$ cat src/rtl/pmb_pkg.sv
// Shared definitions for the pixel max buffer: controller states, frame-size
// helpers and the default pixel width.
package pmb_pkg;

    localparam int PMB_DATA_WIDTH = 8;

    typedef enum logic [1:0] {
        ST_IDLE    = 2'd0,
        ST_CAPTURE = 2'd1,
        ST_REPLAY  = 2'd2
    } pmb_state_t;

    // Number of pixels in one frame.
    function automatic int pmb_frame_size(input int rows, input int cols);
        return rows * cols;
    endfunction

    // Address width for a RAM of the given depth (at least one bit).
    function automatic int pmb_addr_width(input int depth);
        return (depth > 1) ? $clog2(depth) : 1;
    endfunction

endpackage

$ cat src/rtl/pixel_max_buffer_if.sv
// AXI-Stream style pixel channel. The master side drives valid/data/last, the
// slave side drives ready.
interface pixel_max_buffer_if #(
    parameter int DATA_WIDTH = pmb_pkg::PMB_DATA_WIDTH
);
    logic                  tvalid;
    logic                  tready;
    logic [DATA_WIDTH-1:0] tdata;
    logic                  tlast;

    modport master (output tvalid, output tdata, output tlast, input tready);
    modport slave  (input tvalid, input tdata, input tlast, output tready);
endinterface

$ cat src/rtl/pixel_frame_ram.sv
// Simple dual-port frame store: one write port, one registered read port.
// Written to map onto block or distributed RAM.
module pixel_frame_ram #(
    parameter int DEPTH      = 100,
    parameter int DATA_WIDTH = 8,
    parameter int ADDR_WIDTH = 7
) (
    input  logic                  clk,
    input  logic                  i_we,
    input  logic [ADDR_WIDTH-1:0] i_waddr,
    input  logic [DATA_WIDTH-1:0] i_wdata,
    input  logic                  i_re,
    input  logic [ADDR_WIDTH-1:0] i_raddr,
    output logic [DATA_WIDTH-1:0] o_rdata
);

    logic [DATA_WIDTH-1:0] r_mem [DEPTH];
    logic [DATA_WIDTH-1:0] r_rdata;

    // Write port.
    // NOTE: the array has no reset so it can infer RAM; a reset loop would force flops.
    always_ff @(posedge clk) begin
        if (i_we) begin
            r_mem[i_waddr] <= i_wdata;
        end
    end

    // Registered read port, one cycle of latency.
    always_ff @(posedge clk) begin
        if (i_re) begin
            r_rdata <= r_mem[i_raddr];
        end
    end

    assign o_rdata = r_rdata;

endmodule

$ cat src/rtl/pixel_max_buffer.sv
// Frame capture stage ahead of the normalizer: stores one frame, tracks its
// maximum pixel, reports it on norm_denominator and replays the frame.
// Optional build macro PMB_ZERO_GUARD_EN: a frame maximum of 0 is reported
// as 1 so the downstream reciprocal LUT is never indexed at 0.
module pixel_max_buffer
    import pmb_pkg::*;
#(
    parameter int OUT_ROWS   = 10,
    parameter int OUT_COLS   = 10,
    parameter int DATA_WIDTH = PMB_DATA_WIDTH
) (
    input  logic                  clk,
    input  logic                  srst,
    input  logic                  ap_start,
    output logic                  ap_ready,
    output logic                  ap_idle,
    output logic                  ap_done,
    pixel_max_buffer_if.slave     s_axis,
    pixel_max_buffer_if.master    m_axis,
    output logic [DATA_WIDTH-1:0] norm_denominator
);

    localparam int            N         = pmb_frame_size(OUT_ROWS, OUT_COLS);
    localparam int            AW        = pmb_addr_width(N);
    localparam logic [AW-1:0] LAST_ADDR = AW'(N - 1);
    localparam logic [AW-1:0] ADDR_ONE  = AW'(1);

    pmb_state_t r_state;
    pmb_state_t w_state_next;

    logic                  w_start;
    logic                  w_s_tready;
    logic                  w_s_hs;
    logic                  w_wr_last;
    logic [DATA_WIDTH-1:0] w_max_cand;
    logic [DATA_WIDTH-1:0] w_denom_next;

    logic [AW-1:0]         r_wr_cnt;
    logic [DATA_WIDTH-1:0] r_run_max;
    logic [DATA_WIDTH-1:0] r_norm_denom;
    logic                  r_done;

    logic [AW-1:0]         r_rd_cnt;
    logic                  r_rd_all;
    logic                  r_rd_pend;
    logic                  r_pend_last;
    logic                  w_rd_en;
    logic [2:0]            w_occ_next;
    logic [DATA_WIDTH-1:0] w_ram_rdata;

    logic [DATA_WIDTH-1:0] r_skid_data [2];
    logic [1:0]            r_skid_last;
    logic                  r_skid_wp;
    logic                  r_skid_rp;
    logic [1:0]            r_skid_cnt;
    logic                  w_m_valid;
    logic                  w_m_hs;
    logic                  w_tx_last;

    // Capture-side handshake and the candidate maximum including this pixel.
    assign w_s_hs     = w_s_tready & s_axis.tvalid;
    assign w_wr_last  = w_s_hs & (r_wr_cnt == LAST_ADDR);
    assign w_max_cand = (s_axis.tdata > r_run_max) ? s_axis.tdata : r_run_max;

`ifdef PMB_ZERO_GUARD_EN
    assign w_denom_next = (w_max_cand == '0) ? DATA_WIDTH'(1) : w_max_cand;
`else
    assign w_denom_next = w_max_cand;
`endif

    // Replay-side handshake; the skid slot at the read pointer is the output.
    assign w_m_valid = (r_skid_cnt != 2'd0);
    assign w_m_hs    = w_m_valid & m_axis.tready;
    assign w_tx_last = w_m_hs & r_skid_last[r_skid_rp];

    // Issue a RAM read only if the skid buffer can still absorb it next cycle.
    // The first read goes out alongside the final capture beat so replay data
    // appears two cycles after that beat.
    assign w_occ_next = {1'b0, r_skid_cnt} + {2'b00, r_rd_pend} - {2'b00, w_m_hs};
    assign w_rd_en    = ((r_state == ST_REPLAY) | w_wr_last) & ~r_rd_all
                        & (w_occ_next < 3'd2);

    pixel_frame_ram #(
        .DEPTH      (N),
        .DATA_WIDTH (DATA_WIDTH),
        .ADDR_WIDTH (AW)
    ) u_frame_ram (
        .clk     (clk),
        .i_we    (w_s_hs),
        .i_waddr (r_wr_cnt),
        .i_wdata (s_axis.tdata),
        .i_re    (w_rd_en),
        .i_raddr (r_rd_cnt),
        .o_rdata (w_ram_rdata)
    );

    // State register.
    // NOTE: sequential blocks use non-blocking assignments so every flop samples pre-edge values.
    always_ff @(posedge clk or posedge srst) begin
        if (srst) begin
            r_state <= ST_IDLE;
        end else begin
            r_state <= w_state_next;
        end
    end

    // Next-state decode and state-dependent control outputs.
    // NOTE: every output gets a default first so no path through the case infers a latch.
    always_comb begin
        w_state_next = r_state;
        w_start      = 1'b0;
        w_s_tready   = 1'b0;
        ap_ready     = 1'b0;
        ap_idle      = 1'b0;
        case (r_state)
            ST_IDLE: begin
                ap_ready = 1'b1;
                ap_idle  = 1'b1;
                if (ap_start) begin
                    w_start      = 1'b1;
                    w_state_next = ST_CAPTURE;
                end
            end
            ST_CAPTURE: begin
                w_s_tready = 1'b1;
                if (w_wr_last) begin
                    w_state_next = ST_REPLAY;
                end
            end
            ST_REPLAY: begin
                if (w_tx_last) begin
                    w_state_next = ST_IDLE;
                end
            end
            default: begin
                w_state_next = ST_IDLE;
            end
        endcase
    end

    // Capture: write counter, running maximum, reported maximum and done pulse.
    always_ff @(posedge clk or posedge srst) begin
        if (srst) begin
            r_wr_cnt     <= '0;
            r_run_max    <= '0;
            r_norm_denom <= '0;
            r_done       <= 1'b0;
        end else begin
            r_done <= w_wr_last;
            if (w_start) begin
                r_wr_cnt  <= '0;
                r_run_max <= '0;
            end else if (w_s_hs) begin
                r_run_max <= w_max_cand;
                if (!w_wr_last) begin
                    r_wr_cnt <= r_wr_cnt + ADDR_ONE;
                end
            end
            if (w_wr_last) begin
                r_norm_denom <= w_denom_next;
            end
        end
    end

    // Replay read sequencing: address counter and the in-flight read tag.
    always_ff @(posedge clk or posedge srst) begin
        if (srst) begin
            r_rd_cnt    <= '0;
            r_rd_all    <= 1'b0;
            r_rd_pend   <= 1'b0;
            r_pend_last <= 1'b0;
        end else begin
            r_rd_pend   <= w_rd_en;
            r_pend_last <= w_rd_en & (r_rd_cnt == LAST_ADDR);
            if (w_start) begin
                r_rd_cnt <= '0;
                r_rd_all <= 1'b0;
            end else if (w_rd_en) begin
                if (r_rd_cnt == LAST_ADDR) begin
                    r_rd_all <= 1'b1;
                end else begin
                    r_rd_cnt <= r_rd_cnt + ADDR_ONE;
                end
            end
        end
    end

    // Two-entry output skid buffer fed by RAM read data.
    always_ff @(posedge clk or posedge srst) begin
        if (srst) begin
            for (int i = 0; i < 2; i++) begin
                r_skid_data[i] <= '0;
            end
            r_skid_last <= '0;
            r_skid_wp   <= 1'b0;
            r_skid_rp   <= 1'b0;
            r_skid_cnt  <= '0;
        end else begin
            if (r_rd_pend) begin
                r_skid_data[r_skid_wp] <= w_ram_rdata;
                r_skid_last[r_skid_wp] <= r_pend_last;
                r_skid_wp              <= ~r_skid_wp;
            end
            if (w_m_hs) begin
                r_skid_rp <= ~r_skid_rp;
            end
            r_skid_cnt <= r_skid_cnt + {1'b0, r_rd_pend} - {1'b0, w_m_hs};
        end
    end

    assign s_axis.tready    = w_s_tready;
    assign m_axis.tvalid    = w_m_valid;
    assign m_axis.tdata     = r_skid_data[r_skid_rp];
    assign m_axis.tlast     = r_skid_last[r_skid_rp];
    assign ap_done          = r_done;
    assign norm_denominator = r_norm_denom;

endmodule

$ cat src/flat_wrapper.sv
// flat-port wrapper written by rule: the top's interface ports become plain ports
module pixel_max_buffer_flat import pmb_pkg::*;
#(
    parameter int OUT_ROWS   = 10,
    parameter int OUT_COLS   = 10,
    parameter int DATA_WIDTH = PMB_DATA_WIDTH
)
  (clk, srst, ap_start, ap_ready, ap_idle, ap_done, norm_denominator, s_axis_tvalid, s_axis_tdata, s_axis_tlast, s_axis_tready, m_axis_tvalid, m_axis_tdata, m_axis_tlast, m_axis_tready);
  pixel_max_buffer_if #(.DATA_WIDTH(DATA_WIDTH)) s_axis_i ();
  pixel_max_buffer_if #(.DATA_WIDTH(DATA_WIDTH)) m_axis_i ();
  input  logic clk;
  input  logic srst;
  input  logic ap_start;
  output logic ap_ready;
  output logic ap_idle;
  output logic ap_done;
  output logic [DATA_WIDTH-1:0] norm_denominator;
  input wire logic [$bits(s_axis_i.tvalid)-1:0] s_axis_tvalid;
  input wire logic [$bits(s_axis_i.tdata)-1:0] s_axis_tdata;
  input wire logic [$bits(s_axis_i.tlast)-1:0] s_axis_tlast;
  output wire logic [$bits(s_axis_i.tready)-1:0] s_axis_tready;
  output wire logic [$bits(m_axis_i.tvalid)-1:0] m_axis_tvalid;
  output wire logic [$bits(m_axis_i.tdata)-1:0] m_axis_tdata;
  output wire logic [$bits(m_axis_i.tlast)-1:0] m_axis_tlast;
  input wire logic [$bits(m_axis_i.tready)-1:0] m_axis_tready;
  assign s_axis_i.tvalid = s_axis_tvalid;
  assign s_axis_i.tdata = s_axis_tdata;
  assign s_axis_i.tlast = s_axis_tlast;
  assign s_axis_tready = s_axis_i.tready;
  assign m_axis_tvalid = m_axis_i.tvalid;
  assign m_axis_tdata = m_axis_i.tdata;
  assign m_axis_tlast = m_axis_i.tlast;
  assign m_axis_i.tready = m_axis_tready;
  pixel_max_buffer #(.OUT_ROWS(OUT_ROWS), .OUT_COLS(OUT_COLS), .DATA_WIDTH(DATA_WIDTH)) u_core (.clk(clk), .srst(srst), .ap_start(ap_start), .ap_ready(ap_ready), .ap_idle(ap_idle), .ap_done(ap_done), .s_axis(s_axis_i), .m_axis(m_axis_i), .norm_denominator(norm_denominator));
endmodule
$ cat config.mk
export PLATFORM = sky130hd
export DESIGN_NAME = pixel_max_buffer_flat
export DESIGN_NICKNAME = d
export VERILOG_FILES = /design/src/rtl/pmb_pkg.sv /design/src/rtl/pixel_max_buffer_if.sv /design/src/rtl/pixel_frame_ram.sv /design/src/rtl/pixel_max_buffer.sv /design/src/flat_wrapper.sv
export SDC_FILE = /design/constraint.sdc
export NUM_CORES = 1
export LEC_CHECK = 0
export BUFFER_PORTS_ARGS = -buffer_cell sky130_fd_sc_hd__buf_4
export CORE_MARGIN = 2
export CORE_UTILIZATION = 49
export CTS_CLUSTER_SIZE = 8
export DETAILED_ROUTE_END_ITERATION = 10
export MAX_ROUTING_LAYER = met4
export PLACE_DENSITY_LB_ADDON = 0.3
export SYNTH_ARGS = -nofsm -noshare
export SYNTH_HDL_FRONTEND = slang
export SYNTH_SLANG_ARGS = --single-unit
$ cat constraint.sdc
create_clock -name clk -period 3.2 [get_ports clk]
set_clock_uncertainty 0.2 [all_clocks]
set_input_delay 0.32 -clock clk [delete_from_list [all_inputs] [get_ports clk]]
set_output_delay 0.32 -clock clk [all_outputs]
set_load 0.02 [all_outputs]
==> summary.md, run 1 <==
| Metric | Value |
|---|---|
| CP top delay family | `compound AO/OA/AOI/OAI gates` |
| Yosys cell types | `just over 60` |
| Critical path launch point type | `flip-flop` |
| Hold WC Path Type | `in2reg` |
| Slowest stage delay, CP | `roughly 0.59 ns` |
| Nets | `approximately 2,100` |
| Via-to-Cell Ratio | `~6.0` |
| Max IR drop VDD | `about 0.69 mV` |
| Via count | `about 19,000` |
| Yosys Warn Count | `0` |
| Final hold viol count | `0` |
| RSZ-0062 raised after global routing | `true` |
| Fin area | `a little over 0.04 mm²` |
| Root Driver | `clkbuf_16` |
| Slew margin rel. | `between 20% and 30%` |
| Num Clock Sinks | `approximately 870` |
| Most used cell, CP | `buf_4` |
| Synthesized Nets | `1,833` |
| Register area share after synthesis | `approximately three quarters` |
| Setup CP Type | `reg2reg` |
| PortBufs | `34` |
| Final ANT Viol Nets | `0` |
| Shortest period the worst path allows | `3.19 ns` |
| Synthesized area | `between 0.03 and 0.04 mm²` |
| Cell taking the most area after synthesis | `edfxtp_1` |
| Clk buf depth | `3` |
| Final estimated routing congestion in global placement | `~0.94` |
| Max-cap viol count | `0` |
| Slew Viols, Final | `0` |
| Setup Viol. Count Final | `0` |
| First-pass GRT wire length | `roughly 120,000 µm` |
| Die height | `between 200 and 300 µm` |
| Post-layout util | `between 50% and 60%` |
| Cell leakage power | `approximately 14 nW` |
| Slowest-stage cell, CP | `dfrtp_4` |
| Synth cell count leaders | `edfxtp_1, nor2_1, mux4_2` |
| Core box area | `~0.07 mm²` |
| Fraction of layout cells with a size suffix above 1 | `~28%` |
| Total power | `~34 mW` |
| Worst EP required | `around 3.4 ns` |
| CTS tree | `done` |
| Area Growth Syn to Fin | `18.0%` |
| Synthesized flop and latch total | `a little under 900` |
| Drt total wl | `roughly 85,000 µm` |
| Max FO, Critical Path | `10` |
| Power per cell area | `~840 mW/mm²` |
| Slew @ Worst Pin | `approximately 1.2 ns` |
| WP data arrival | `3.37 ns` |
| Main synth FF type | `edfxtp_1` |
| Bufs and invs on worst path | `3` |
| Row count | `slightly below 100` |
| Largest net degree at the start of global routing | `between 100 and 150` |
| Crit. End Element | `flip-flop` |
| Die ar. | `0.0724 mm²` |
| Number of remaining DRC errors | `0` |
| Initial antenna violation count | `4` |
| Synth Instances | `~1,800` |
| Clk pin slew, worst setup/hold paths | `~0.05 ns` |
| Peak Freq | `314 MHz` |
| Initial drt markers | `2,376` |
| CP cell instances | `buf_4 -> mux4_2 -> a211oi_1 -> buf_4 -> a21oi_1 -> a221oi_1 -> buf_4 -> nor2_1` |
| GRT overflow | `0` |
| Post-synth top area share | `70.5%` |
| Outcome | `completed` |
| DPL Wire Length | `around 54,000 µm` |
| Drt pass-1 iters | `6` |
| Leading post-synthesis cells by cell area | `edfxtp_1, mux4_2, dfrtp_1` |
| Count leader, synth | `edfxtp_1` |
| Worst skew pair latency | `about 0.70 ns` |
| Die X-Extent | `between 200 and 300 µm` |
| Async S/R FF share, synth | `roughly 6.7%` |
| Number of flops mapped to enable cells by yosys | `808` |
| Avg Cell Area, Syn | `~19 µm²` |
| Area after DPL | `0.0372 mm²` |
| Fillcell total | `about 5,000` |
| Top Ports | `36` |
| Number of global-route vias before repair | `between 15,000 and 20,000` |
| Routed length per instance | `~28 µm` |
| Initial Utilization | `between 40% and 50%` |
| Crit share post-route | `99.6%` |
| Depth of the CTS H-tree | `3` |
| GRT Total Usage | `about a quarter` |
| Cts bufs inserted | `approximately 120` |
| Total negative slack | `0 ns` |
cells by family (layout without fill, tap and decap cells):
| logic type | Yosys count | after routing | synth area share (%) |
|---|---|---|---|
| buf+inv | 115 | 454 | 1.90 |
| mux | 309 | 309 | 14.8 |
| other cells | 0 | 2 | 0 |
| compound gates | 190 | 190 | 3.87 |
| xor+xnor | 9 | 9 | 0.229 |
| flops | 866 | 866 | 74.7 |
| fa+ha+maj | 13 | 13 | 0.494 |
| simple gates | 304 | 304 | 4.01 |
flip-flops by register name (all words and copies together) (netlist names), 2 cells and up:
register / cells
u_core.r_skid_last: 2
u_core.r_rd_cnt: 7
u_core.u_frame_ram.o_rdata: 8
u_core.r_skid_data: 16
u_core.r_wr_cnt: 7
u_core.norm_denominator: 8
u_core.r_state: 2
u_core.u_frame_ram.r_mem: 800
u_core.r_run_max: 8
u_core.r_skid_cnt: 2
per-stage QoR:
| stage | std cells | hold slack, ns | setup WS, ns |
|---|---|---|---|
| 2_1_floorplan | 1806 | 0.219 | -0.0894 |
| 3_3_place_gp | 2909 | 0.275 | -0.158 |
| 3_5_place_dp | 2909 | 0.281 | -0.0942 |
| 4_1_cts | 3083 | 0.0332 | 0.0106 |
| 5_1_grt | 3087 | 0.0614 | -0.0352 |
| 6_report | 3087 | 0.0555 | 0.0125 |
power breakdown:
part	internal [mW]	switching [mW]
Clock	6.67	4.42
Sequential	12.8	0.383
Combinational	4.50	5.18
Total	23.9	9.98
what timing repair did:
item | 4_1_cts | 5_1_grt
endpoints found under the hold margin | 65 | 0
cloned | 0 | 1
hold buffers | 6 | 0
setup buffers | 5 | 1
endpoints found under the setup margin | 5 | 10
pin swaps | 10 | 5
resized for setup | 8 | 10
per-layer routing:
layer	routed length [µm]	track usage, %
met1	33700	32.4
met4	2710	8.60
met3	7550	4.91
met5	0	-
met2	41100	38.5
worst reg2reg max path, cell delays in order, from the launching register on:
cell and delay (ns):
dfrtp_4 0.59, buf_4 0.31, mux4_2 0.54, a211oi_1 0.35, buf_4 0.17, a21oi_1 0.09
a221oi_1 0.39, buf_4 0.19, nor2_1 0.09
path summary, 6_finish.rpt:
kind / slack, ns / depth (start not counted) / startpoint / endpoint
setup / recovery: 0.01 / 8 / u_core.r_rd_cnt[0] / u_core.u_frame_ram.o_rdata[6]
hold / removal: 0.06 / 2 / s_axis_tdata[6] / u_core.u_frame_ram.r_mem[26][6]
setup reg to reg: 0.01 / 8 / u_core.r_rd_cnt[0] / u_core.u_frame_ram.o_rdata[6]
hold reg to reg: 0.27 / 1 / u_core.u_frame_ram.o_rdata[6] / u_core.r_skid_data[14]
max in group asynchronous: 1.80 / 4 / srst / u_core.r_skid_data[1]
min in group asynchronous: 0.14 / 3 / srst / u_core.norm_denominator[3]
placed cells by master, fill, tap and decap left out, drive strengths merged, types with 25 or more instances in the layout:
cell type,count
a211oi,28
mux4,153
nor2,152
mux2,44
o22ai,27
edfxtp,808
a22oi,26
o21ai,28
nand3,25
nand2,53
mux2i,112
dfrtp,58
buf,266
clkbuf,157
final cells by class:
| type | count | area (µm²) | share of cell area [%] |
|---|---|---|---|
| antenna | 2 | 5.00 | 0.0123 |
| clock buffer | 156 | 3120 | 7.67 |
| clock inverter | 7 | 126 | 0.311 |
| inverter | 18 | 67.6 | 0.166 |
| multi-input combinational | 825 | 8130 | 20.0 |
| sequential | 866 | 25700 | 63.3 |
| tap | 940 | 1180 | 2.90 |
| timing repair buffer | 273 | 2270 | 5.59 |
Power figures use the tool's default switching activity.
==> run 2, diff against run 1 <==
--- a/config.mk
+++ b/config.mk
@@ -7,7 +7,8 @@
 export LEC_CHECK = 0
 export BUFFER_PORTS_ARGS = -buffer_cell sky130_fd_sc_hd__buf_4
 export CORE_MARGIN = 2
-export CORE_UTILIZATION = 49
+export CORE_UTILIZATION = 59
+export CTS_BUF_LIST = sky130_fd_sc_hd__clkbuf_8
 export CTS_CLUSTER_SIZE = 8
 export DETAILED_ROUTE_END_ITERATION = 10
 export MAX_ROUTING_LAYER = met4
==> run 2 against run 1 <==
Compared with the run above: sequential power hardly changed; wire length grew 1.6%; non-clock buffer count up 49; sequential share of layout area grew 0.96 points.
==> summary.md, run 2 (synthesized netlist as in run 1, its figures left out) <==
| Metric | Value |
|---|---|
| Outcome | `completed` |
| Clock power share | `between 20% and 30%` |
| Area Growth Syn to Fin | `16.2%` |
| Core box area | `0.0577 mm²` |
| Worst EP required | `3.66 ns` |
| Hold WC Path Type | `in2reg` |
| RSZ-0062 raised after global routing | `true` |
| Clk buf depth | `3` |
| Die height | `246 µm` |
| Switching share of power | `31.2%` |
| Num Clock Sinks | `866` |
| Slowest-stage cell, CP | `fa_2` |
| Met1 GRT Util | `about two fifths` |
| Biggest regs | `u_core.u_frame_ram.r_mem (800), u_core.r_skid_data (16)` |
| Flop pwr share | `between 40% and 50%` |
| Crit share post-route | `99.8%` |
| Largest net degree at the start of global routing | `78` |
| Number of remaining DRC errors | `0` |
| Slew margin rel. | `a little under two fifths` |
| WP data arrival | `3.65 ns` |
| GRT busiest layer | `met2` |
| Peak Freq | `approximately 310 MHz` |
| Combinational Power Share | `32.5%` |
| Drt total wl | `slightly below 90,000 µm` |
| Final cell count without fillers | `slightly above 3,000` |
| Largest Register | `u_core.u_frame_ram.r_mem` |
| Number of global-route vias before repair | `slightly below 20,000` |
| Clk pin slew, worst setup/hold paths | `~0.060 ns` |
| Total negative slack | `0 ns` |
| Final ANT Viol Nets | `0` |
| Die X-Extent | `246 µm` |
| Power per cell area | `approximately 790 mW/mm²` |
| Placed Instances | `around 2,800` |
| Routed length per instance | `approximately 29 µm` |
| Initial antenna violation count | `6` |
| Post-layout util | `between 60% and 70%` |
| First-pass GRT wire length | `125,000 µm` |
| Final estimated routing congestion in global placement | `~0.97` |
| Final hold viol count | `0` |
| Setup Viol. Count Final | `0` |
| GRT overflow | `0` |
| Met3 Use GR | `8.72%` |
| Setup CP Type | `reg2reg` |
| Cts bufs inserted | `between 100 and 150` |
| Initial Utilization | `between 50% and 60%` |
| Nets | `between 2,000 and 2,500` |
| Slew @ Worst Pin | `between 0.9 and 1 ns` |
| P_int | `approximately 22 mW` |
| Die ar. | `roughly 0.06 mm²` |
| Root Driver | `clkbuf_8` |
| Most common cell after layout, fill and taps aside | `edfxtp_1` |
| P_sw | `9.89 mW` |
| Drt pass-1 iters | `7` |
| PortBufs | `34` |
| Initial drt markers | `2,365` |
| GRT Total Usage | `between 30 and 40%` |
| Via-to-Cell Ratio | `around 6.3` |
| CP top delay family | `simple AND/OR/NAND/NOR gates` |
| Number of flip-flops in the largest register | `800` |
| Bufs and invs on worst path | `3` |
| Fraction of layout cells with a size suffix above 1 | `30.4%` |
| Crit. End Element | `flip-flop` |
| Via count | `between 15,000 and 20,000` |
| Depth of the CTS H-tree | `4` |
| DPL Wire Length | `~55,000 µm` |
| Slew Viols, Final | `0` |
| Shortest period the worst path allows | `approximately 3.2 ns` |
| Met2 Usage GRT | `between 40% and 50%` |
| Critical path launch point type | `flip-flop` |
| Commonest cells after routing, fill and taps aside | `edfxtp_1, buf_4, nor2_1` |
| Top Ports | `36` |
| Worst skew pair latency | `about 0.8 ns` |
| CP cell instances | `or2_4 -> nand2_4 -> inv_2 -> ha_4 -> inv_2 -> ha_4 -> fa_2 -> or3_4 -> a211oi_4 -> buf_6 -> nand4_1 -> xnor2_1 -> nor2_1` |
| Total power | `31.7 mW` |
| CTS tree | `done` |
| Slowest stage delay, CP | `approximately 0.45 ns` |
| Max FO, Critical Path | `5` |
| Max IR drop VDD | `approximately 0.52 mV` |
| Cell leakage power | `~14 nW` |
| Max-cap viol count | `0` |
| Row count | `88` |
-- run 2: cell types whose count changed in the layout (fill, tap and decap cells not counted), sizes merged --
cell / delta
diode: +2
buf: +42
clkbuf: -7
dlygate4sd3: +7
inv: +56
clkinvlp: +3
clkinv: +17
-- run 2: power groups by stage --
stage               combinational, mW  sequential [mW]  clock (mW)
finish                           10.3             13.1        8.34
global route                     10.8             13.1        8.93
CTS                              9.68             13.1        8.44
detailed placement               9.50             13.4           0
global placement                 9.36             13.4           0
floorplan                        6.05             13.1           0
-- run 2: cell type report --
class,instances,area [µm²]
sequential,866,25700
fill,3570,17700
multi-input combinational,825,8170
timing repair buffer,322,2680
clock buffer,149,2050
tap,765,957
clock inverter,83,348
inverter,18,67.6
antenna,4,10.0
-- run 2: layer usage --
layer,vias to the layer above,routed length [µm]
met4,0,3110
met1,9838,32900
met2,1133,41300
met5,-,0
li1,8064,-
met3,176,9230
-- run 2: worst paths after layout --
kind / slack, ns / startpoint / cells after the start / endpoint
max: 0.005 / u_core.r_skid_cnt[1] / 13 / u_core.r_rd_cnt[5]
min: 0.23 / s_axis_tdata[0] / 2 / u_core.u_frame_ram.r_mem[79][0]
max reg2reg: 0.005 / u_core.r_skid_cnt[1] / 13 / u_core.r_rd_cnt[5]
min reg2reg: 0.29 / u_core.norm_denominator[4] / 2 / u_core.norm_denominator[4]
max in group asynchronous: 1.40 / srst / 5 / u_core.r_skid_data[10]
min in group asynchronous: 0.58 / srst / 4 / u_core.r_run_max[7]
-- run 2: repair_timing --
| action | in CTS | in global routing |
|---|---|---|
| gates resized for setup | 9 | 17 |
| hold buffers | 13 | 0 |
| pin swaps | 10 | 8 |
| endpoints found under the setup margin | 9 | 14 |
| buffers inserted | 4 | 11 |
| gates cloned | 0 | 1 |
| hold endpoints to repair | 262 | 0 |
-- run 2: per-stage QoR --
stage | instance area (µm²) | setup WS [ns] | hold slack (ns)
2_1_floorplan | 34400 | -0.0894 | 0.219
3_3_place_gp | 37200 | -0.0836 | 0.268
3_5_place_dp | 37200 | -0.144 | 0.268
4_1_cts | 39800 | -0.0753 | 0.164
5_1_grt | 40000 | -0.0637 | 0.220
6_report | 40000 | 0.00535 | 0.226
==> run 3, diff against run 2 <==
--- a/config.mk
+++ b/config.mk
@@ -6,7 +6,7 @@
 export NUM_CORES = 1
 export LEC_CHECK = 0
 export BUFFER_PORTS_ARGS = -buffer_cell sky130_fd_sc_hd__buf_4
-export CORE_MARGIN = 2
+export CORE_MARGIN = 3
 export CORE_UTILIZATION = 59
 export CTS_BUF_LIST = sky130_fd_sc_hd__clkbuf_8
 export CTS_CLUSTER_SIZE = 8
==> run 3 against run 2 <==
Compared with the run above: sequential share of layout area is 0.46 points higher; largest cell class unchanged; count of clock-buffer cells in the layout is 3 lower; critical path type unchanged; global-route usage shrank 0.80 points; critical path depth fell by 1; largest power group unchanged; die area increased by 1.6%.
==> summary.md, run 3 (synthesized netlist as in run 1, its figures left out) <==
| Metric | Value |
|---|---|
| Crit. End Element | `flip-flop` |
| Reg2reg setup slack | `approximately 0.0080 ns` |
| Die X-Extent | `~250 µm` |
| Worst r2r src | `u_core.r_skid_cnt[1]` |
| Shortest period the worst path allows | `around 3.2 ns` |
| Placed Instances | `~2,700` |
| Peak Freq | `~310 MHz` |
| Crit share post-route | `between 90% and 100%` |
| RSZ-0062 raised after global routing | `true` |
| Total power | `around 31 mW` |
| Fraction of layout cells with a size suffix above 1 | `roughly 30%` |
| Worst R2R End | `u_core.r_rd_cnt[6]` |
| PortBufs | `34` |
| Initial antenna violation count | `1` |
| Min-Delay Startpoint | `m_axis_tready` |
| Number of global-route vias before repair | `around 20,000` |
| Slowest stage delay, CP | `between 0.4 and 0.5 ns` |
| First-pass GRT wire length | `approximately 130,000 µm` |
| Largest Register | `u_core.u_frame_ram.r_mem` |
| Hold WC Path Type | `in2reg` |
| Routed length per instance | `around 28 µm` |
| Cell leakage power | `~14 nW` |
| Die height | `roughly 250 µm` |
| Number of remaining DRC errors | `0` |
| CTS tree | `done` |
| Via count | `~19,000` |
| Via-to-Cell Ratio | `~6.4` |
| Max FO, Critical Path | `3` |
| Core box area | `~0.057 mm²` |
| Slew Viols, Final | `0` |
| Initial drt markers | `roughly 2,400` |
| CP cell instances | `or2_4 -> nand2_4 -> inv_2 -> ha_4 -> inv_2 -> ha_4 -> fa_2 -> or3_4 -> a211oi_4 -> nand3_2 -> or3_4 -> a21oi_2` |
| Drt pass-1 iters | `8` |
| Cts bufs inserted | `140` |
| Worst skew pair latency | `about 0.78 ns` |
| Setup CP Type | `reg2reg` |
| Critical path launch point type | `flip-flop` |
| Initial Utilization | `between 60 and 70%` |
| Final ANT Viol Nets | `0` |
| WP data arrival | `roughly 3.7 ns` |
| Worst EP required | `3.70 ns` |
| GRT Total Usage | `29.3%` |
| Clk pin slew, worst setup/hold paths | `around 0.06 ns` |
| Outcome | `completed` |
| DPL Wire Length | `roughly 54,000 µm` |
| Drt total wl | `between 80,000 and 90,000 µm` |
| Num Clock Sinks | `between 800 and 900` |
| Max IR drop VDD | `just over 0.6 mV` |
| WHS Path Cells | `4` |
| Slew @ Worst Pin | `1.11 ns` |
| Most common cell after layout, fill and taps aside | `edfxtp_1` |
| Setup Viol. Count Final | `0` |
| Slowest-stage cell, CP | `fa_2` |
| Die ar. | `~0.061 mm²` |
| Row count | `between 80 and 90` |
| Final hold viol count | `0` |
| Max-cap viol count | `0` |
| Depth of the CTS H-tree | `4` |
| FF-to-FF path depth | `12` |
| Top Ports | `36` |
| Commonest cells after routing, fill and taps aside | `edfxtp_1, buf_4, nor2_1` |
| Number of flip-flops in the largest register | `800` |
| Final cell count without fillers | `2,989` |
| Largest net degree at the start of global routing | `98` |
| Power per cell area | `785 mW/mm²` |
| Nets | `between 2,000 and 2,500` |
| WHS Endpoint | `u_core.r_skid_rp` |
| Final estimated routing congestion in global placement | `between 0.9 and 1` |
| Clk buf depth | `3` |
| GRT overflow | `0` |
| Biggest regs | `u_core.u_frame_ram.r_mem (800), u_core.r_skid_data (16)` |
| Slew margin rel. | `25.8%` |
| Area Growth Syn to Fin | `15.4%` |
| Root Driver | `clkbuf_8` |
==> run 3: cell count changes in the layout (fill, tap and decap cells not counted), sizes merged <==
cell / delta
clkinv: -1
clkinvlp: +1
inv: +5
clkbuf: -4
bufinv: +2
buf: -34
diode: -3
==> run 3: metal layers <==
layer | global-route usage (%) | part of all wire [%] | up-vias
met5 | - | 0 | -
met4 | 11.6 | 3.9 | 0
met3 | 6.83 | 10 | 204
met2 | 43.7 | 48 | 1125
met1 | 40.0 | 38 | 9885
li1 | - | - | 7991
==> run 3: layout make-up <==
| type | count | area [µm²] |
|---|---|---|
| diodes | 1 | 2.50 |
| repair buffers | 287 | 2370 |
| well taps | 756 | 946 |
| clock inverters | 90 | 458 |
| multi-input cells | 825 | 8140 |
| fillers | 3474 | 17300 |
| flip-flops and latches | 866 | 25700 |
| clock buffers | 146 | 2010 |
| inverters | 18 | 67.6 |
==> run 3: worst max-delay path by stage <==
stage | startpoint | endpoint | slack (ns) | cells past startpoint
after floorplan | u_core.r_skid_cnt[1] | u_core.r_rd_all | -0.09 | 13
after global placement | u_core.r_skid_cnt[1] | u_core.r_rd_cnt[5] | -0.14 | 14
after detailed placement | u_core.r_skid_cnt[1] | u_core.r_rd_cnt[6] | -0.11 | 14
after CTS | u_core.r_skid_cnt[0] | u_core.r_rd_cnt[6] | -0.11 | 12
after global routing | u_core.r_skid_cnt[0] | u_core.r_rd_cnt[5] | -0.06 | 13
final | u_core.r_skid_cnt[1] | u_core.r_rd_cnt[6] | 0.008 | 12
==> run 3: through the flow <==
step	cell area, µm²	hold WS (ns)	setup TNS (ns)	worst slack (ns)	util (%)
after CTS	39600	0.125	-0.245	-0.114	69.4
final	39700	0.190	0	0.00796	69.6
after global placement	36900	0.107	-0.525	-0.141	64.7
after global routing	39700	0.152	-0.173	-0.0647	69.6
after detailed placement	36900	0.110	-0.445	-0.109	64.7
after floorplan	34400	0.219	-0.690	-0.0894	-
==> run 3: critical path, delay by kind of cell (launching register included) <==
family	cells	cell delay (ns)
AOI/OAI and AO/OA	2	0.37
adders and majority gates	3	0.82
buffers and inverters	2	0.08
DFF	1	0.39
and+or+nand+nor	5	1.25
==> run 3: what timing repair did <==
| action | 4_1_cts | 5_1_grt |
|---|---|---|
| gates resized for setup | 10 | 10 |
| hold endpoints to repair | 262 | 0 |
| hold buffers | 13 | 0 |
| setup endpoints to repair | 9 | 13 |
| setup buffers | 6 | 10 |
| pin swaps | 10 | 6 |
==> run 3: where the power goes <==
part	internal, mW	switching (mW)	leakage (nW)
Sequential	12.8	0.353	7.97
Clock	4.37	4.19	1.47
Combinational	4.36	5.13	4.30
Total	21.5	9.68	13.7
